**src/rtl/riscv_pkg.sv**
```systemverilog
// Shared definitions for the commit tracer: halt encodings, FSM states, trace entry layout.
// Pure types and constants, no logic.
package riscv_pkg;

  localparam logic [31:0] INSTR_EBREAK   = 32'h00100073;
  localparam logic [31:0] INSTR_SELF_JAL = 32'h0000006f;

  typedef enum logic [1:0] {ST_RUN, ST_DRAIN, ST_HALTED} state_t;

  typedef struct packed {
    logic [31:0] pc;
    logic [4:0]  rd;
    logic [31:0] data;
  } trace_ent_t;

  function automatic logic is_halt(input logic [31:0] instr);
    return (instr == INSTR_EBREAK) || (instr == INSTR_SELF_JAL);
  endfunction

endpackage

```
**src/rtl/trace_fifo.sv**
```systemverilog
// Synchronous FIFO, 1-cycle push-to-visible (no fall-through), head presented combinationally.
// Push while full is dropped unless a pop happens the same cycle; pop while empty is a no-op.
module trace_fifo #(
  parameter int DEPTH = 8,
  parameter int WIDTH = 69
) (
  input  logic             clk,
  input  logic             reset,
  input  logic             push,
  input  logic [WIDTH-1:0] din,
  output logic             full,
  input  logic             pop,
  output logic [WIDTH-1:0] dout,
  output logic             empty
);

  localparam int AW = $clog2(DEPTH);

  logic [WIDTH-1:0] mem [DEPTH];
  logic [AW:0]      wr_ptr;
  logic [AW:0]      rd_ptr;
  logic             wr_en;
  logic             rd_en;

  // Extra pointer MSB distinguishes full from empty when the indices match.
  assign empty = (wr_ptr == rd_ptr);
  assign full  = (wr_ptr[AW] != rd_ptr[AW]) && (wr_ptr[AW-1:0] == rd_ptr[AW-1:0]);
  assign wr_en = push && (!full || pop);
  assign rd_en = pop && !empty;
  assign dout  = mem[rd_ptr[AW-1:0]];

  always_ff @(posedge clk or posedge reset) begin
    if (reset) begin
      wr_ptr <= '0;
      rd_ptr <= '0;
    end else begin
      if (wr_en) wr_ptr <= wr_ptr + (AW+1)'(1);
      if (rd_en) rd_ptr <= rd_ptr + (AW+1)'(1);
    end
  end

  always_ff @(posedge clk) begin
    if (wr_en) mem[wr_ptr[AW-1:0]] <= din;
  end

endmodule

```
**src/rtl/riscv_commit_tracer.sv**
```systemverilog
// Writeback observer: queues retirements, counts cycles/retires, halts on EBREAK or jal x0,0.
// Trace visible 1 cycle after retire; consumer stalls via trace_ready, overflow drops are flagged.
module riscv_commit_tracer
  import riscv_pkg::*;
#(
  parameter int DEPTH      = 8,
  parameter int MAX_CYCLES = 1000
) (
  input  logic        clk,
  input  logic        reset,
  input  logic        wb_valid,
  input  logic [31:0] wb_pc,
  input  logic [31:0] wb_instr,
  input  logic        wb_we,
  input  logic [4:0]  wb_rd,
  input  logic [31:0] wb_data,
  output logic        trace_valid,
  input  logic        trace_ready,
  output logic [31:0] trace_pc,
  output logic [4:0]  trace_rd,
  output logic [31:0] trace_data,
  output logic [31:0] cycle_count,
  output logic [31:0] retire_count,
  output logic        halted,
  output logic        timeout,
  output logic        overflow
);

  state_t     state_q, state_d;
  logic       accept;
  logic       pop;
  logic       fifo_full;
  logic       fifo_empty;
  trace_ent_t ent_in;
  trace_ent_t ent_out;

  assign ent_in.pc   = wb_pc;
  assign ent_in.rd   = wb_we ? wb_rd : 5'd0;
  assign ent_in.data = wb_we ? wb_data : 32'd0;

  trace_fifo #(
    .DEPTH (DEPTH),
    .WIDTH ($bits(trace_ent_t))
  ) u_fifo (
    .clk   (clk),
    .reset (reset),
    .push  (accept),
    .din   (ent_in),
    .full  (fifo_full),
    .pop   (pop),
    .dout  (ent_out),
    .empty (fifo_empty)
  );

  // Head is masked to zero while empty so the idle/reset bus reads all-zero.
  assign trace_valid = !fifo_empty;
  assign pop         = trace_valid && trace_ready;
  assign trace_pc    = fifo_empty ? 32'd0 : ent_out.pc;
  assign trace_rd    = fifo_empty ? 5'd0  : ent_out.rd;
  assign trace_data  = fifo_empty ? 32'd0 : ent_out.data;
  assign halted      = (state_q == ST_HALTED);

  always_ff @(posedge clk or posedge reset) begin
    if (reset) state_q <= ST_RUN;
    else       state_q <= state_d;
  end

  always_comb begin
    state_d = state_q;
    accept  = 1'b0;
    case (state_q)
      ST_RUN: begin
        accept = wb_valid;
        if (wb_valid && is_halt(wb_instr)) state_d = ST_DRAIN;
      end
      // No pushes happen in DRAIN, so an empty FIFO here is final.
      ST_DRAIN: if (fifo_empty) state_d = ST_HALTED;
      default: ;
    endcase
  end

  always_ff @(posedge clk or posedge reset) begin
    if (reset) begin
      cycle_count  <= 32'd0;
      retire_count <= 32'd0;
      timeout      <= 1'b0;
      overflow     <= 1'b0;
    end else begin
      if (accept) retire_count <= retire_count + 32'd1;
      if (accept && fifo_full && !pop) overflow <= 1'b1;
      if (state_q != ST_HALTED) begin
        cycle_count <= cycle_count + 32'd1;
        if (cycle_count == 32'(MAX_CYCLES - 1)) timeout <= 1'b1;
      end
    end
  end

endmodule

```
**config.mk**
```make
export PLATFORM = sky130hd
export DESIGN_NAME = riscv_commit_tracer
export DESIGN_NICKNAME = d
export VERILOG_FILES = /design/src/rtl/riscv_pkg.sv /design/src/rtl/trace_fifo.sv /design/src/rtl/riscv_commit_tracer.sv
export SDC_FILE = /design/constraint.sdc
export NUM_CORES = 1
export LEC_CHECK = 0
export CAP_MARGIN = 30
export CORE_ASPECT_RATIO = 1.5
export CORE_MARGIN = 2
export CORE_UTILIZATION = 61
export DETAILED_ROUTE_END_ITERATION = 8
export PLACE_DENSITY = 0.84
export SETUP_SLACK_MARGIN = 0.4
export SLEW_MARGIN = 10
export SYNTH_ARGS = -nofsm -noshare
export SYNTH_HDL_FRONTEND = slang
export SYNTH_SLANG_ARGS = --single-unit
```
**constraint.sdc**
```tcl
create_clock -name clk -period 27.7 [get_ports clk]
set_input_delay 5.54 -clock clk [delete_from_list [all_inputs] [get_ports clk]]
set_output_delay 5.54 -clock clk [all_outputs]
set_load 0.05 [all_outputs]
```
==> impl_metrics.ini <==
[status]
status = finished, final reports clean

[placed_design]
dp_slack_ns = 18.11
place_hpwl_um = 30700
dpl.cell_count = 1970
io_buffer_count = 242
gp_congestion = 0.804
place_area_um2 = 27900

[routing]
routed_via_density = 6.28
drt_wl_total_um = 53900
vias = 13000
dr.pass1.iters = 5
wire_per_inst_um = 26.0
drt_iter0_markers = 1374
postRouteAntennaNets = 0
drcViolationCount = 0

[clocking]
htree_levels = 2
ctsRootBufferMaster = clkbuf_16
cts_setup_buffers = 0
clock_sinks = 628
numCtsBuffers = 54
cts_hold_buf = 0
tritoncts = done
clk_path_buf_depth = 3
clk_latency_ns = 0.61
cts.clk_slew.worst_paths_ns = 0.07
cts-resized-gates = 0

[cells_and_area]
fillers = 2217
multi_input_comb_area_um2 = 6080
fin_area_um2 = 29700
final_common_cell = edfxtp_1
area_delta_synth_final_pct = 19.6
nNetsFinal = 1632
final_cell_mix = edfxtp_1, clkdlybuf4s50_1, mux4_2
drive_above_1_share = 0.170
final_cells = 2077
register_area_um2 = 18500

[power_and_ir_drop]
peakVddDrop_mv = 0.121
p_leak_nw = 10.1
powerDensity_nw_per_um2 = 113

[sta]
rsz0062_at_grt = no
setup_ws_ns = 17.56
finClkSkew_ns = 0.0244
hold_viol = 0
slew_violations = 0
whs_ns = 0.492
max_freq_ghz = 0.0987
finalCritPeriodShare = 0.366
setup_tns_ns = 0
tightest_slew_ns = 0.892
slew_headroom = 0.405
finalWorstPathRequiredPeriod_ns = 10.14
setup_violations = 0

[global_route]
antenna_found_initial = 8
gr-total-overflow = 0
grt_max_degree = 77
grt_pass1_wl_um = 81400
grt_pass1_vias = 13700
grt_usage = 0.259

[worst_setup_path]
cp.arrival_ns = 4.60
crit_type = reg2out
worst-path-max-fanout = 44
crit_top_cell = buf_4
max_stage_delay_ns = 0.82
critPathSlowestCell = dfrtp_4
endpoint_kind = primary output
path_buf_inv = 3
worstPathCellList = buf_4 > buf_4 > mux4_2 > mux2i_1 > nor2_1 > clkdlybuf4s50_1
startpoint_type = flop
required_ns = 22.16
critPathTopFamily = buffers and inverters

[floorplanning]
rows = 90
dieArea_um2 = 42300
die_x_um = 169
io_pins = 243
die_h_um = 251
start_util = 0.617
fp.coreArea_um2 = 40200

[synth]
ys.warnings.count = 0
synth_edf_count = 552
synth_nets = 1361
synth_ff_type = edfxtp_1
synth-seq-cells = 628
seq_area_frac_synth = 0.745
syn_area_per_cell_um2 = 19.8
syn_area_um2 = 24800
ys_types = 41
synthCells = 1251
synth-async-reset-ratio = 0.121

[hold_path]
hp-class = reg2reg

[run]
drv_cap = 0
## cell families after synthesis
logic type	after synthesis	synth area share
buf+inv	67	0.0116
flops	628	0.745
fa+ha+maj	4	0.00202
compound gates	10	0.00318
xor+xnor	76	0.0269
mux	209	0.154
simple gates	257	0.0568
## sequential cells by signal, summed over array words and instances, names as in the netlist
register,count
u_fifo.mem,552
cycle_count,32
retire_count,32
u_fifo.rd_ptr,4
u_fifo.wr_ptr,4
state_q,2
overflow,1
timeout,1
## layer usage
metal  vias to the layer above  GRT usage  part of all wire
li1                       5556          -                 -
met1                      6784      0.318              0.37
met2                       588      0.453              0.53
met3                       108     0.0488             0.067
met4                         6      0.114             0.034
met5                         -          0           0.00067
## worst reg2reg max path: stages, from the launching register on
cell and delay [ns]:
dfrtp_4 0.82, buf_4 0.64, xnor2_1 0.19, nand3_1 0.15, o21ai_2 0.19, nor4b_2 0.26, buf_4 0.37, buf_4 0.77
## path summary, 6_finish.rpt
| check | depth (start not counted) | slack [ns] | startpoint | end |
|---|---|---|---|---|
| hold / removal | 1 | 0.49 | timeout$_DFFE_PP0P_ | timeout$_DFFE_PP0P_ |
| setup reg to reg | 7 | 23.90 | u_fifo.rd_ptr[0]$_DFFE_PP0P_ | u_fifo.mem[5][37]$_DFFE_PP_ |
| max in group asynchronous | 4 | 21.80 | reset | u_fifo.rd_ptr[1]$_DFFE_PP0P_ |
| hold reg to reg | 1 | 0.49 | timeout$_DFFE_PP0P_ | timeout$_DFFE_PP0P_ |
| setup / recovery | 6 | 17.56 | u_fifo.rd_ptr[0]$_DFFE_PP0P_ | trace_data[19] |
| min in group asynchronous | 3 | 5.31 | reset | cycle_count[31]$_DFFE_PP0N_ |
## report_power, final
group | switching (mW) | total (mW) | internal, mW
Clock | 0.328 | 0.720 | 0.391
Combinational | 0.869 | 1.38 | 0.512
Sequential | 0.0766 | 1.25 | 1.18
Total | 1.27 | 3.35 | 2.08
## cell type report
cell class / count / share of cell area
inverters: 9 / 0.00114
multi-input cells: 556 / 0.205
diodes: 5 / 0.000422
clock buffers: 72 / 0.0479
clock inverters: 28 / 0.00865
repair buffers: 273 / 0.0920
flip-flops and latches: 628 / 0.624
well taps: 506 / 0.0214
## metrics by stage
step,power [mW],utilization
after floorplan,2.22,-
after global placement,2.62,0.693
after detailed placement,2.65,0.694
after CTS,3.38,0.736
after global routing,3.47,0.738
final,3.35,0.738
## synth_stat cells, drive strengths merged (2+ instances only)
cell type	number	area [µm²]
edfxtp	552	16600
mux4	138	3110
nor2	78	293
dfrtp	76	1900
mux2i	69	691
xnor2	63	552
and2	44	275
nand4	31	194
buf	30	149
clkbuf	28	105
nand2	27	101
nand3	22	110
nor4	21	176
xor2	13	114
and3	9	56.3
inv	9	33.8
nor3	8	56.3
and4	7	61.3
ha	4	50.1
nand2b	3	18.8
nor4b	3	26.3
o21ai	3	18.8
mux2	2	22.5
nor4bb	2	20.0
Power figures use the tool's default switching activity.
==> variant (same flow settings) <==
`DEPTH` is set to 8 in 2 places; all go to 16.
--- a/src/rtl/trace_fifo.sv
+++ b/src/rtl/trace_fifo.sv
@@ -1,7 +1,7 @@
 // Synchronous FIFO, 1-cycle push-to-visible (no fall-through), head presented combinationally.
 // Push while full is dropped unless a pop happens the same cycle; pop while empty is a no-op.
 module trace_fifo #(
-  parameter int DEPTH = 8,
+  parameter int DEPTH = 16,
   parameter int WIDTH = 69
 ) (
   input  logic             clk,
--- a/src/rtl/riscv_commit_tracer.sv
+++ b/src/rtl/riscv_commit_tracer.sv
@@ -3,7 +3,7 @@
 module riscv_commit_tracer
   import riscv_pkg::*;
 #(
-  parameter int DEPTH      = 8,
+  parameter int DEPTH      = 16,
   parameter int MAX_CYCLES = 1000
 ) (
   input  logic        clk,
Check against the original RTL: no difference found for any inputs over 4 cycles, from zero or initial values and one cycle with reset high; that may be too few to reach the edited logic, so the function may still have changed.
==> variant against the original RTL <==
Synthesized cell count increased by 69%. Highest routed layer is now met4. Sequential share of layout area increased by 4.1 points. Design area increased by 78%. Synthesized area increased by 83%. Hold slack got worse by 0.019 ns. Routed wire length increased by 120%. Critical path type unchanged. First-iteration DRC count increased by 140%. Sequential cell count increased by 554. Critical endpoint is now trace_data[10]. Setup slack got worse by 0.75 ns. Power increased by 73%.
==> variant: results (changes against the original RTL) <==
power_and_ir_drop:
  p_leak_nw: 17.10  # was 10.08 nW
placed_design:
  place_congestion: 0.7923  # was 0.8040
  pre_cts_slack_ns: 16.45  # was 18.11 ns
  dp_hpwl_mm: 55.70  # was 30.66 mm
global_route:
  grt_pass1_vias: 25140  # was 13700
  antenna_found_initial: 4  # was 8
  grtUsageTotal_pct: 30.45  # was 25.92%
  grt_pass1_wl_mm: 167.3  # was 81.41 mm
sta:
  skew_ns: 0.02663  # was 0.02441 ns
  worst_pin_slew_ns: 0.9360  # was 0.8919 ns
layout:
  largest_register_ffs: 1104  # was 552
  drive_above_1_share_pct: 20.82  # was 16.99%
  fin_nets: 2510  # was 1632
route:
  drt-total-wl_mm: 116.6  # was 53.94 mm
  drt_first_pass_iters: 6  # was 5
  drt-initial-drc-count: 3319  # was 1374
  vias_per_cell: 6.936  # was 6.279
hold_path:
  min_from: "retire_count[31]"  # was timeout
critical_path:
  worst-setup-path-type: "reg2out"  # unchanged
  cp_max_fo: 43  # was 44
  cp_slowest_cell: "clkdlybuf4s50_1"  # was dfrtp_4
  r2r_start: "u_fifo.rd_ptr[4]"  # was u_fifo.rd_ptr[0]
  arrival_ns: 5.34  # was 4.60 ns
  slowest_delay_ns: 0.78  # was 0.82 ns
yosys:
  async_flop_share_pct: 6.599  # was 12.10%
  synth_xor_area_share_pct: 1.446  # was 2.685%
  ys_types: 42  # was 41
  ys_seq_area_share_pct: 77.25  # was 74.54%
  yosys-top-cells-count: "1104 x edfxtp_1, 276 x mux4_2, 138 x a22oi_1"  # was 552 x edfxtp_1, 138 x mux4_2, 78 x nor2_1
  synthAdderAreaFrac_pct: 0.1927  # was 0.2019%
  syn_nets: 2227  # was 1361
  synthMuxAreaShare_pct: 13.73  # was 15.41%
  synth_edf_count: 1104  # was 552
  ys_top_cells_by_area: "edfxtp_1 73%, mux4_2 14%, dfrtp_1 4.3%, a22oi_1 2.3%, xor2_1 0.93%"  # was edfxtp_1 67%, mux4_2 13%, dfrtp_1 7.7%, mux2i_1 2.8%, xnor2_1 2.2%
  synth-compound-area-share_pct: 3.301  # was 0.3180%
clock_network:
  cts_buffers: 101  # was 54
  insertion_delay_ns: 0.70  # was 0.61 ns
  htree_levels: 3  # was 2
outcome:
  run_status: "complete, no violations"  # unchanged
variant: cell count changes in the layout (fill, tap and decap cells not counted), sizes merged, moves of 17 or more:
cell,before,now
edfxtp,552,1104
a22oi,0,138
mux4,138,276
a21oi,1,74
mux2i,69,0
nor2,78,14
clkbuf,72,123
xnor2,63,27
xor2,13,48
clkinv,19,43
buf,31,54
nor3,8,25
variant: cells by family (layout without fill, tap and decap cells):
group | Yosys count | after routing
AOI/OAI and AO/OA | 222 | 222
xor gates and xnor gates | 75 | 75
adders and majority gates | 7 | 7
buffers and inverters | 137 | 506
DFF | 1182 | 1182
muxes | 278 | 278
other | 0 | 5
and+or+nand+nor | 213 | 213
variant: metal layers:
metal	global-route usage [%]	part of all wire, %
met1	39.93	35
met2	50.10	51
met3	6.084	10
met4	13.12	3.8
met5	0	0
variant: report_power, final:
| part | switching (mW) | internal [mW] | leakage, nW |
|---|---|---|---|
| combinational | 1.33 | 0.789 | 4.41 |
| sequential | 0.0772 | 2.14 | 11.1 |
| clock | 0.666 | 0.786 | 1.62 |
variant: per-stage QoR:
step           cells  power [mW]  cell area, um^2
2_1_floorplan   2114       3.605            45440
3_3_place_gp    3267       4.212            48950
3_5_place_dp    3277       4.283            49230
4_1_cts         3466       5.755            52560
5_1_grt         3478       5.942            52800
6_report        3480       5.789            52800
variant: worst register-to-register path, delay by kind of cell, from the launching register on:
family | cells | cell delay, ns
simple gates | 2 | 0.98
buf+inv | 1 | 0.74
xor+xnor | 1 | 0.47
flops | 1 | 0.40
compound gates | 1 | 0.82
variant: path summary, 6_finish.rpt:
kind                       cells past startpoint  slack (ns)                  to
setup / recovery                               9       16.82      trace_data[10]
hold / removal                                 1        0.47    retire_count[31]
setup reg to reg                               5       23.88  u_fifo.mem[11][27]
hold reg to reg                                1        0.47    retire_count[31]
max in group asynchronous                      4       21.88    u_fifo.rd_ptr[0]
min in group asynchronous                      3        5.21      cycle_count[4]
variant: layout make-up:
class	count	area [um^2]
Antenna cell	5	12.51
Clock buffer	123	2661
Clock inverter	66	676.9
Fill cell	3984	20920
Inverter	21	78.83
Multi-Input combinational cell	795	9834
Sequential cell	1182	35110
Tap cell	992	1241
Timing Repair Buffer	296	3188
